==> src/rtl/sr_flag_arbiter.sv <==
// Round-robin arbiter turning per-requester set/clear/toggle commands into 1-cycle SR pulses on a shared flag bank.
// gnt/s/r/err register on the edge that samples req, q_vec one edge later; requesters hold req until granted.
module sr_flag_arbiter #(
   parameter int NREQ  = 4,
   parameter int FLAGS = 8,
   parameter int IW    = 3
) (
   input  logic                 clk,
   input  logic                 rst_n,
   input  logic [NREQ-1:0]      req,
   input  logic [2*NREQ-1:0]    op,
   input  logic [IW*NREQ-1:0]   idx,
   output logic [NREQ-1:0]      gnt,
   output logic [FLAGS-1:0]     s_vec,
   output logic [FLAGS-1:0]     r_vec,
   output logic [FLAGS-1:0]     q_vec,
   output logic [FLAGS-1:0]     q_bar_vec,
   output logic                 err
);

   localparam int PW = (NREQ > 1) ? $clog2(NREQ) : 1;

   localparam logic [1:0] OP_NOP = 2'b00;
   localparam logic [1:0] OP_CLR = 2'b01;
   localparam logic [1:0] OP_SET = 2'b10;
   localparam logic [1:0] OP_TOG = 2'b11;

   logic [PW-1:0]     rr_ptr;
   logic [PW-1:0]     rr_nxt;
   logic [NREQ-1:0]   eligible;
   logic [2*NREQ-1:0] rot;
   logic              win_vld;
   logic [PW:0]       win_sum;
   logic [PW-1:0]     win;
   logic [NREQ-1:0]   gnt_nxt;
   logic [1:0]        win_op;
   logic [IW-1:0]     win_idx;
   logic [FLAGS-1:0]  q_eff;
   logic [FLAGS-1:0]  sel;
   logic [FLAGS-1:0]  s_nxt;
   logic [FLAGS-1:0]  r_nxt;
   logic              idx_bad;

   // A requester granted last cycle still holds req this cycle; masking it prevents a double grant.
   assign eligible = req & ~gnt;

   // Flag value once the pulses already on s_vec/r_vec land; toggles resolve against this.
   assign q_eff = (q_vec | s_vec) & ~r_vec;

   assign q_bar_vec = ~q_vec;

   always_comb begin
      rot     = {eligible, eligible} >> rr_ptr;
      win_vld = 1'b0;
      win_sum = '0;
      for (int k = 0; k < NREQ; k++) begin
         if (!win_vld && rot[k]) begin
            win_vld = 1'b1;
            win_sum = {1'b0, rr_ptr} + (PW+1)'(k);
         end
      end
      if (win_sum >= (PW+1)'(NREQ)) begin
         win_sum = win_sum - (PW+1)'(NREQ);
      end
      win = win_sum[PW-1:0];
      if (win == PW'(NREQ-1)) begin
         rr_nxt = '0;
      end else begin
         rr_nxt = win + PW'(1);
      end
   end

   always_comb begin
      gnt_nxt = '0;
      win_op  = OP_NOP;
      win_idx = '0;
      for (int n = 0; n < NREQ; n++) begin
         if (win_vld && (win == PW'(n))) begin
            gnt_nxt[n] = 1'b1;
            win_op     = op[2*n +: 2];
            win_idx    = idx[IW*n +: IW];
         end
      end
   end

   // An index with no matching flag leaves sel empty, so it can never pulse anything.
   always_comb begin
      sel     = '0;
      idx_bad = 1'b1;
      for (int f = 0; f < FLAGS; f++) begin
         if (win_idx == IW'(f)) begin
            sel[f]  = 1'b1;
            idx_bad = 1'b0;
         end
      end
      s_nxt = '0;
      r_nxt = '0;
      if (win_vld) begin
         case (win_op)
            OP_SET: s_nxt = sel;
            OP_CLR: r_nxt = sel;
            OP_TOG: begin
               s_nxt = sel & ~q_eff;
               r_nxt = sel & q_eff;
            end
            OP_NOP: ;
            default: ;
         endcase
      end
   end

   always_ff @(posedge clk or negedge rst_n) begin
      if (!rst_n) begin
         gnt    <= '0;
         s_vec  <= '0;
         r_vec  <= '0;
         err    <= 1'b0;
         q_vec  <= '0;
         rr_ptr <= '0;
      end else begin
         q_vec <= q_eff;
         s_vec <= s_nxt;
         r_vec <= r_nxt;
         err   <= win_vld & idx_bad;
         gnt   <= gnt_nxt;
         if (win_vld) begin
            rr_ptr <= rr_nxt;
         end
      end
   end

endmodule

==> config.mk <==
export PLATFORM = sky130hd
export DESIGN_NAME = sr_flag_arbiter
export DESIGN_NICKNAME = d
export VERILOG_FILES = /design/src/rtl/sr_flag_arbiter.sv
export SDC_FILE = /design/constraint.sdc
export NUM_CORES = 1
export LEC_CHECK = 0
export CAP_MARGIN = 15
export CORE_UTILIZATION = 39
export DETAILED_ROUTE_END_ITERATION = 12
export GPL_ROUTABILITY_DRIVEN = 0
export PLACE_DENSITY = 0.76
export RECOVER_POWER = 50
export SLEW_MARGIN = 15
export SYNTH_ARGS = -nofsm -noshare
export SYNTH_HDL_FRONTEND = slang
export SYNTH_SLANG_ARGS = --single-unit
==> constraint.sdc <==
create_clock -name clk -period 2.6 [get_ports clk]
set_input_delay 0.52 -clock clk [delete_from_list [all_inputs] [get_ports clk]]
set_output_delay 0.52 -clock clk [all_outputs]
set_load 0.02 [all_outputs]
==> results of run 1 <==
[worst max path at each step]
stage                       from  endpoint
after CTS                 req[2]  r_vec[4]
after global routing      gnt[0]  r_vec[6]
after detailed placement  req[0]  r_vec[0]
after global placement    req[0]  s_vec[5]
final                     gnt[0]  r_vec[6]
after floorplan           req[0]  s_vec[5]
[routing by layer]
| metal | track usage | up-vias | wire length [µm] |
|---|---|---|---|
| met5 | 0 | - | 0 |
| met4 | 0.1250 | 0 | 265 |
| met3 | 0.03993 | 26 | 410 |
| met2 | 0.4820 | 101 | 3387 |
| met1 | 0.3086 | 894 | 2549 |
| li1 | - | 774 | - |
[through the flow]
step	cells	utilization	cell area [µm²]	worst slack (ps)
after floorplan	157	-	1687	13.10
after global placement	281	0.6563	2475	-603.1
after detailed placement	281	0.6563	2475	-731.1
after CTS	295	0.7568	2854	-34.25
after global routing	306	0.8414	3173	-309.8
final	306	0.8414	3173	-195.3
[layout make-up]
class / count / area share
Clock buffer: 6 / 0.02603
Sequential cell: 31 / 0.2445
Timing Repair Buffer: 98 / 0.2957
Multi-Input combinational cell: 110 / 0.3900
Tap cell: 48 / 0.01893
Inverter: 11 / 0.01380
Clock inverter: 2 / 0.01104
[registers in the layout, indices dropped and copies added (netlist names)]
name    flops
q_vec       8
r_vec       8
s_vec       8
gnt         4
rr_ptr      2
err         1
[cell usage after synthesis (2+ instances only)]
library cell and count:
o22ai_1 2, ha_1 4, o21ai_0 4, clkbuf_1 2
nand2b_1 4, buf_6 2, dfrtp_1 31, a31oi_1 2
nor2_1 21, o21a_1 2, o211ai_1 2, nor4_1 16
o211a_1 2, nand2_1 10, or3_1 2, nand3b_1 4
nor2b_1 3, and2_1 2, inv_1 11, a211oi_1 2
a2111oi_1 7
[cells by family after synthesis]
| group | share of synthesized area |
|---|---|
| other | 0.002390 |
| buffers and inverters | 0.04864 |
| flip-flops | 0.4944 |
| AO/OA/AOI/OAI | 0.1651 |
| adder cells (fa/ha/maj) | 0.03190 |
| AND/OR/NAND/NOR | 0.2576 |
[what timing repair did]
| action | 4_1_cts | 5_1_grt |
|---|---|---|
| pin swaps | 15 | 27 |
| setup endpoints to repair | 16 | 16 |
| gates resized for setup | 39 | 36 |
| buffers inserted | 9 | 11 |
[worst max-delay path, delay by kind of cell, from the launching register on]
family / cells / cell delay, ps
compound gates: 3 / 710
buf+inv: 2 / 290
flops: 1 / 430
fa+ha+maj: 1 / 180
simple gates: 5 / 1080
==> impl_metrics.csv, run 1 <==
group,metric,value,unit
synth,synth_nets,187,
placement,port_buffers,62,
floorplanning,dieArea,0.004280,mm²
worst_setup_path,reg2regPathDepth,11,
worst_setup_path,critPathRequiredTime,2780,ps
worst_setup_path,max_stage_delay,430,ps
synth,yosysTopAreaCellShare,0.4944,
timing,worst_slack,-195.3,ps
worst_setup_path,cp_cell_sequence,"and3b_2, o21ai_4, a31oi_4, or2_4, ha_4, buf_6, nand2_2, o211ai_1, nand3b_1, buf_6, nor4_4",
global_routing,antenna_found_initial,0,
worst_setup_path,timing.rr.start,"gnt[0]",
timing,finalCriticalPeriod,2795,ps
cells_and_area,final_cell_mix,"clkdlybuf4s50_1 (57), dfrtp_1 (31), buf_4 (25), nor2_1 (19), inv_1 (9)",
timing,finalHoldViolations,0,
worst_setup_path,r2r_setup_slack,-200,ps
global_routing,overflow,0,
synth,synth_edf_count,0,
synth,synth_top_area_cell,"dfrtp_1",
timing,finalCritPeriodShare,1.075,
timing,slew_viol_final,32,
global_routing,grt_pass1_wl,8.459,mm
route,drc,0,
floorplanning,initial_core_util,0.4161,
timing,grt_setup_unrepaired,"yes",
timing,setup_viol,16,
clocking,insertion_delay,290,ps
clocking,cts_hold_buf,0,
min_path,hold_path_end,"q_vec[6]",
status,outcome,"finished with violations",
timing,finalClockSkew,7.629,ps
worst_setup_path,endpoint_kind,"flip-flop",
worst_setup_path,r2r_end,"r_vec[6]",
route,drt-total-wl,6.612,mm
clocking,h-tree-depth,2,
clocking,root_buffer,"clkbuf_8",
floorplanning,die_x,65.43,µm
timing,setup_tns,-1725,ps
clocking,cts_sinks,31,
floorplanning,io_pins,63,
route,firstDrtPassIters,4,
timing,max_freq,357.7,MHz
min_path,holdPathStages,1,
run,maxCapViolations,1,
synth,ys_types,43,
synth,ys_warn_count,0,
cells_and_area,multi_input_area,0.001237,mm²
synth,synth_seq_cells,31,
worst_setup_path,cp_common_cell,"buf_6",
min_path,hold_path_class,"reg2reg",
global_routing,grt_usage,0.2676,
cells_and_area,syn2layout_area_growth,102.2,%
placement,dp.final_hpwl,3.404,mm
clocking,clock_path_buffers,2,
cells_and_area,fin_nets,287,
worst_setup_path,crit_slowest_cell,"dfrtp_1",
route,drt-initial-drc-count,234,
global_routing,grt_pass1_vias,1713,
route,viasPerCell,5.866,
synth,async_reset_ff_frac,1.000,
worst_setup_path,cp-start-kind,"flip-flop",
synth,synthTopCellsByArea,"dfrtp_1 (49%), nor4_1 (6.4%), nor2_1 (5.0%)",
synth,synth_area,0.001569,mm²
timing,worst_hold_slack,498.9,ps
cells_and_area,layout_commonest_cell,"clkdlybuf4s50_1",
timing,tightest_slew,1748,ps
status,failed_checks,"capacitance limit, slew limit, setup timing",
synth,syn_inst,157,
synth,synth_seq_area_share,0.4944,
cells_and_area,ff_latch_area,775.7,µm²
clocking,path_clk_slew,70,ps
synth,synth_ff_type,"dfrtp_1",
clocking,cts_tree,"built",
clocking,cts_made_buffers,5,
route,wire_per_inst,21.61,µm
synth,avgSynthCellArea,9.994,µm²
worst_setup_path,arrival,2970,ps
route,antenna_left,0,
worst_setup_path,crit_type,"reg2reg",
floorplanning,die_y,65.43,µm
cells_and_area,antenna_cells,0,
cells_and_area,fillers,179,
timing,relSlewSlack,-0.1651,
cells_and_area,drive_gt1_frac,0.3915,
worst_setup_path,path_max_fanout,6,
floorplanning,core_region_area,0.003771,mm²
min_path,min-delay-start,"r_vec[6]",
global_routing,grt_max_degree,32,
floorplanning,rows,22,
route,vias,1795,
Power of run 1 is not shown: default switching activity piles up to over one toggle a cycle in this logic, so the estimate is an artifact.
==> run 2: changes to the inputs <==
Settings changed: CAP_MARGIN 15 to 20, CORE_UTILIZATION 39 to 40, CTS_BUF_LIST from default to sky130_fd_sc_hd__clkbuf_8, PLACE_DENSITY 0.76 to 0.78.
==> run 2 against run 1 <==
  * The flow still finishes with violations (capacitance limit, slew limit, setup timing)
  * Utilization decreased by 0.13 points
  * Non-clock buffer count is 7 higher
  * Critical path type unchanged
  * Routed wire length decreased by 2.6%
  * Critical path depth down 1
==> impl_metrics.csv, run 2 (synthesis gave the netlist of run 1 again) <==
group,metric,value,unit
status,outcome,"finished with violations",
status,failed_checks,"capacitance limit, slew limit, setup timing",
clocking,cts_sinks,31,
cells_and_area,drive_gt1_frac,0.3864,
timing,max_freq,356.5,MHz
floorplanning,rows,22,
floorplanning,core_region_area,0.003716,mm²
global_routing,grt_pass1_vias,1797,
floorplanning,die_x,64.63,µm
worst_setup_path,r2r_end,"r_vec[4]",
global_routing,met3_usage,0.05634,
route,drt-total-wl,6.442,mm
cells_and_area,fin_nets,294,
route,viasPerCell,5.792,
worst_setup_path,path_max_fanout,8,
timing,tightest_slew,1624,ps
clocking,cts_tree,"built",
worst_setup_path,critPathRequiredTime,2760,ps
global_routing,overflow,0,
global_routing,grt_usage,0.2895,
floorplanning,dieArea,0.004177,mm²
worst_setup_path,endpoint,"r_vec[4]",
worst_setup_path,critPathLaunch,"gnt[0]",
timing,finalHoldViolations,0,
timing,finalCritPeriodShare,1.079,
cells_and_area,antenna_cells,0,
clocking,path_clk_slew,70,ps
run,maxCapViolations,1,
route,wire_per_inst,20.65,µm
route,drc,0,
timing,slew_viol_final,32,
timing,grt_setup_unrepaired,"yes",
route,antenna_left,0,
clocking,cts_hold_buf,0,
route,firstDrtPassIters,5,
floorplanning,die_y,64.63,µm
floorplanning,io_pins,63,
global_routing,grt_max_degree,32,
cells_and_area,layout_commonest_cell,"clkdlybuf4s50_1",
placement,dp.final_hpwl,3.427,mm
clocking,h-tree-depth,2,
placement,port_buffers,62,
worst_setup_path,crit_type,"reg2reg",
worst_setup_path,cp-start-kind,"flip-flop",
cells_and_area,syn2layout_area_growth,98.96,%
global_routing,grt.busiest_layer,"met2",
worst_setup_path,endpoint_kind,"flip-flop",
timing,relSlewSlack,-0.08248,
timing,finalClockSkew,6.903,ps
global_routing,use_met1,0.3231,
route,vias,1807,
worst_setup_path,arrival,2960,ps
floorplanning,initial_core_util,0.4222,
timing,worst_slack,-204.9,ps
global_routing,gr-usage-met2,0.5184,
cells_and_area,final_cell_mix,"clkdlybuf4s50_1 (55), dfrtp_1 (31), buf_4 (31), nor2_1 (19)",
global_routing,antenna_found_initial,0,
clocking,root_buffer,"clkbuf_8",
timing,finalCriticalPeriod,2805,ps
timing,setup_viol,16,
timing,setup_tns,-2453,ps
worst_setup_path,timing.rr.start,"gnt[0]",
clocking,clock_path_buffers,2,
worst_setup_path,r2r_setup_slack,-200,ps
global_routing,grt_pass1_wl,8.880,mm
cells_and_area,reg_top3,"q_vec: 8 flops, r_vec: 8 flops, s_vec: 8 flops",
route,drt-initial-drc-count,169,
min_path,hold_path_class,"reg2reg",
clocking,cts_made_buffers,5,
cells_and_area,final_util,0.8401,
worst_setup_path,reg2regPathDepth,10,
clocking,insertion_delay,300,ps
-- run 2: changes by cell type in the layout (fill, tap and decap cells not counted), sizes merged --
cell           previous run  this run
clkbuf                    9         8
clkdlybuf4s50            57        55
bufinv                    1         0
dlygate4sd3               1         3
buf                      34        42
-- run 2: worst min path at each step --
| stage | startpoint | to | slack (ps) | cells after the start |
|---|---|---|---|---|
| 6_report | r_vec[3] | q_vec[3] | 490 | 1 |
| 5_1_grt | r_vec[3] | q_vec[3] | 510 | 1 |
| 4_1_cts | r_vec[5] | q_vec[5] | 490 | 1 |
| 3_5_place_dp | r_vec[4] | q_vec[4] | 470 | 1 |
| 3_3_place_gp | r_vec[5] | q_vec[5] | 440 | 1 |
| 2_1_floorplan | rst_n | err | 220 | 0 |
-- run 2: metal layers --
| metal | vias to the layer above | part of all wire | routed length, µm |
|---|---|---|---|
| met5 | - | 0 | 0 |
| met4 | 0 | 0.043 | 278 |
| met3 | 28 | 0.070 | 449 |
| met2 | 121 | 0.52 | 3320 |
| met1 | 868 | 0.37 | 2393 |
| li1 | 790 | - | - |
-- run 2: per-stage QoR --
stage	hold WS, ps	area [µm²]	cells	setup WS [ps]
5_1_grt	510.0	3122	312	-305.6
3_5_place_dp	467.7	2490	283	-725.0
4_1_cts	485.8	2935	306	-20.51
3_3_place_gp	443.1	2490	283	-619.3
6_report	489.7	3122	312	-204.9
2_1_floorplan	224.4	1687	157	13.10
-- run 2: timing repair --
item,CTS,global route
endpoints found under the setup margin,16,16
buffers inserted,17,6
resized for setup,43,22
pin swaps,16,14
-- run 2: layout make-up --
class | instances | area, µm²
Timing Repair Buffer | 105 | 1007
Sequential cell | 31 | 775.7
Clock inverter | 1 | 5.005
Tap cell | 48 | 60.06
Fill cell | 184 | 594.3
Clock buffer | 6 | 82.58
Multi-Input combinational cell | 110 | 1147
Inverter | 11 | 43.79
-- run 2: critical path, cell delays in order, from the launching register on --
cell and delay, ps:
dfrtp_1 410, and3b_2 260, o21ai_2 200, a31oi_4 140, or2_4 280, ha_4 180
buf_6 130, o211a_1 240, buf_4 180, nor4_1 580, nor4_4 80
Power of run 2 is left out for the same reason.
==> run 3: changes to the inputs <==
Settings changed: SLEW_MARGIN 15 to 0.
==> results of run 3 <==
No change in the layout: final DEF, timing and power equal those of run 2.
Power of run 3 is left out for the same reason.
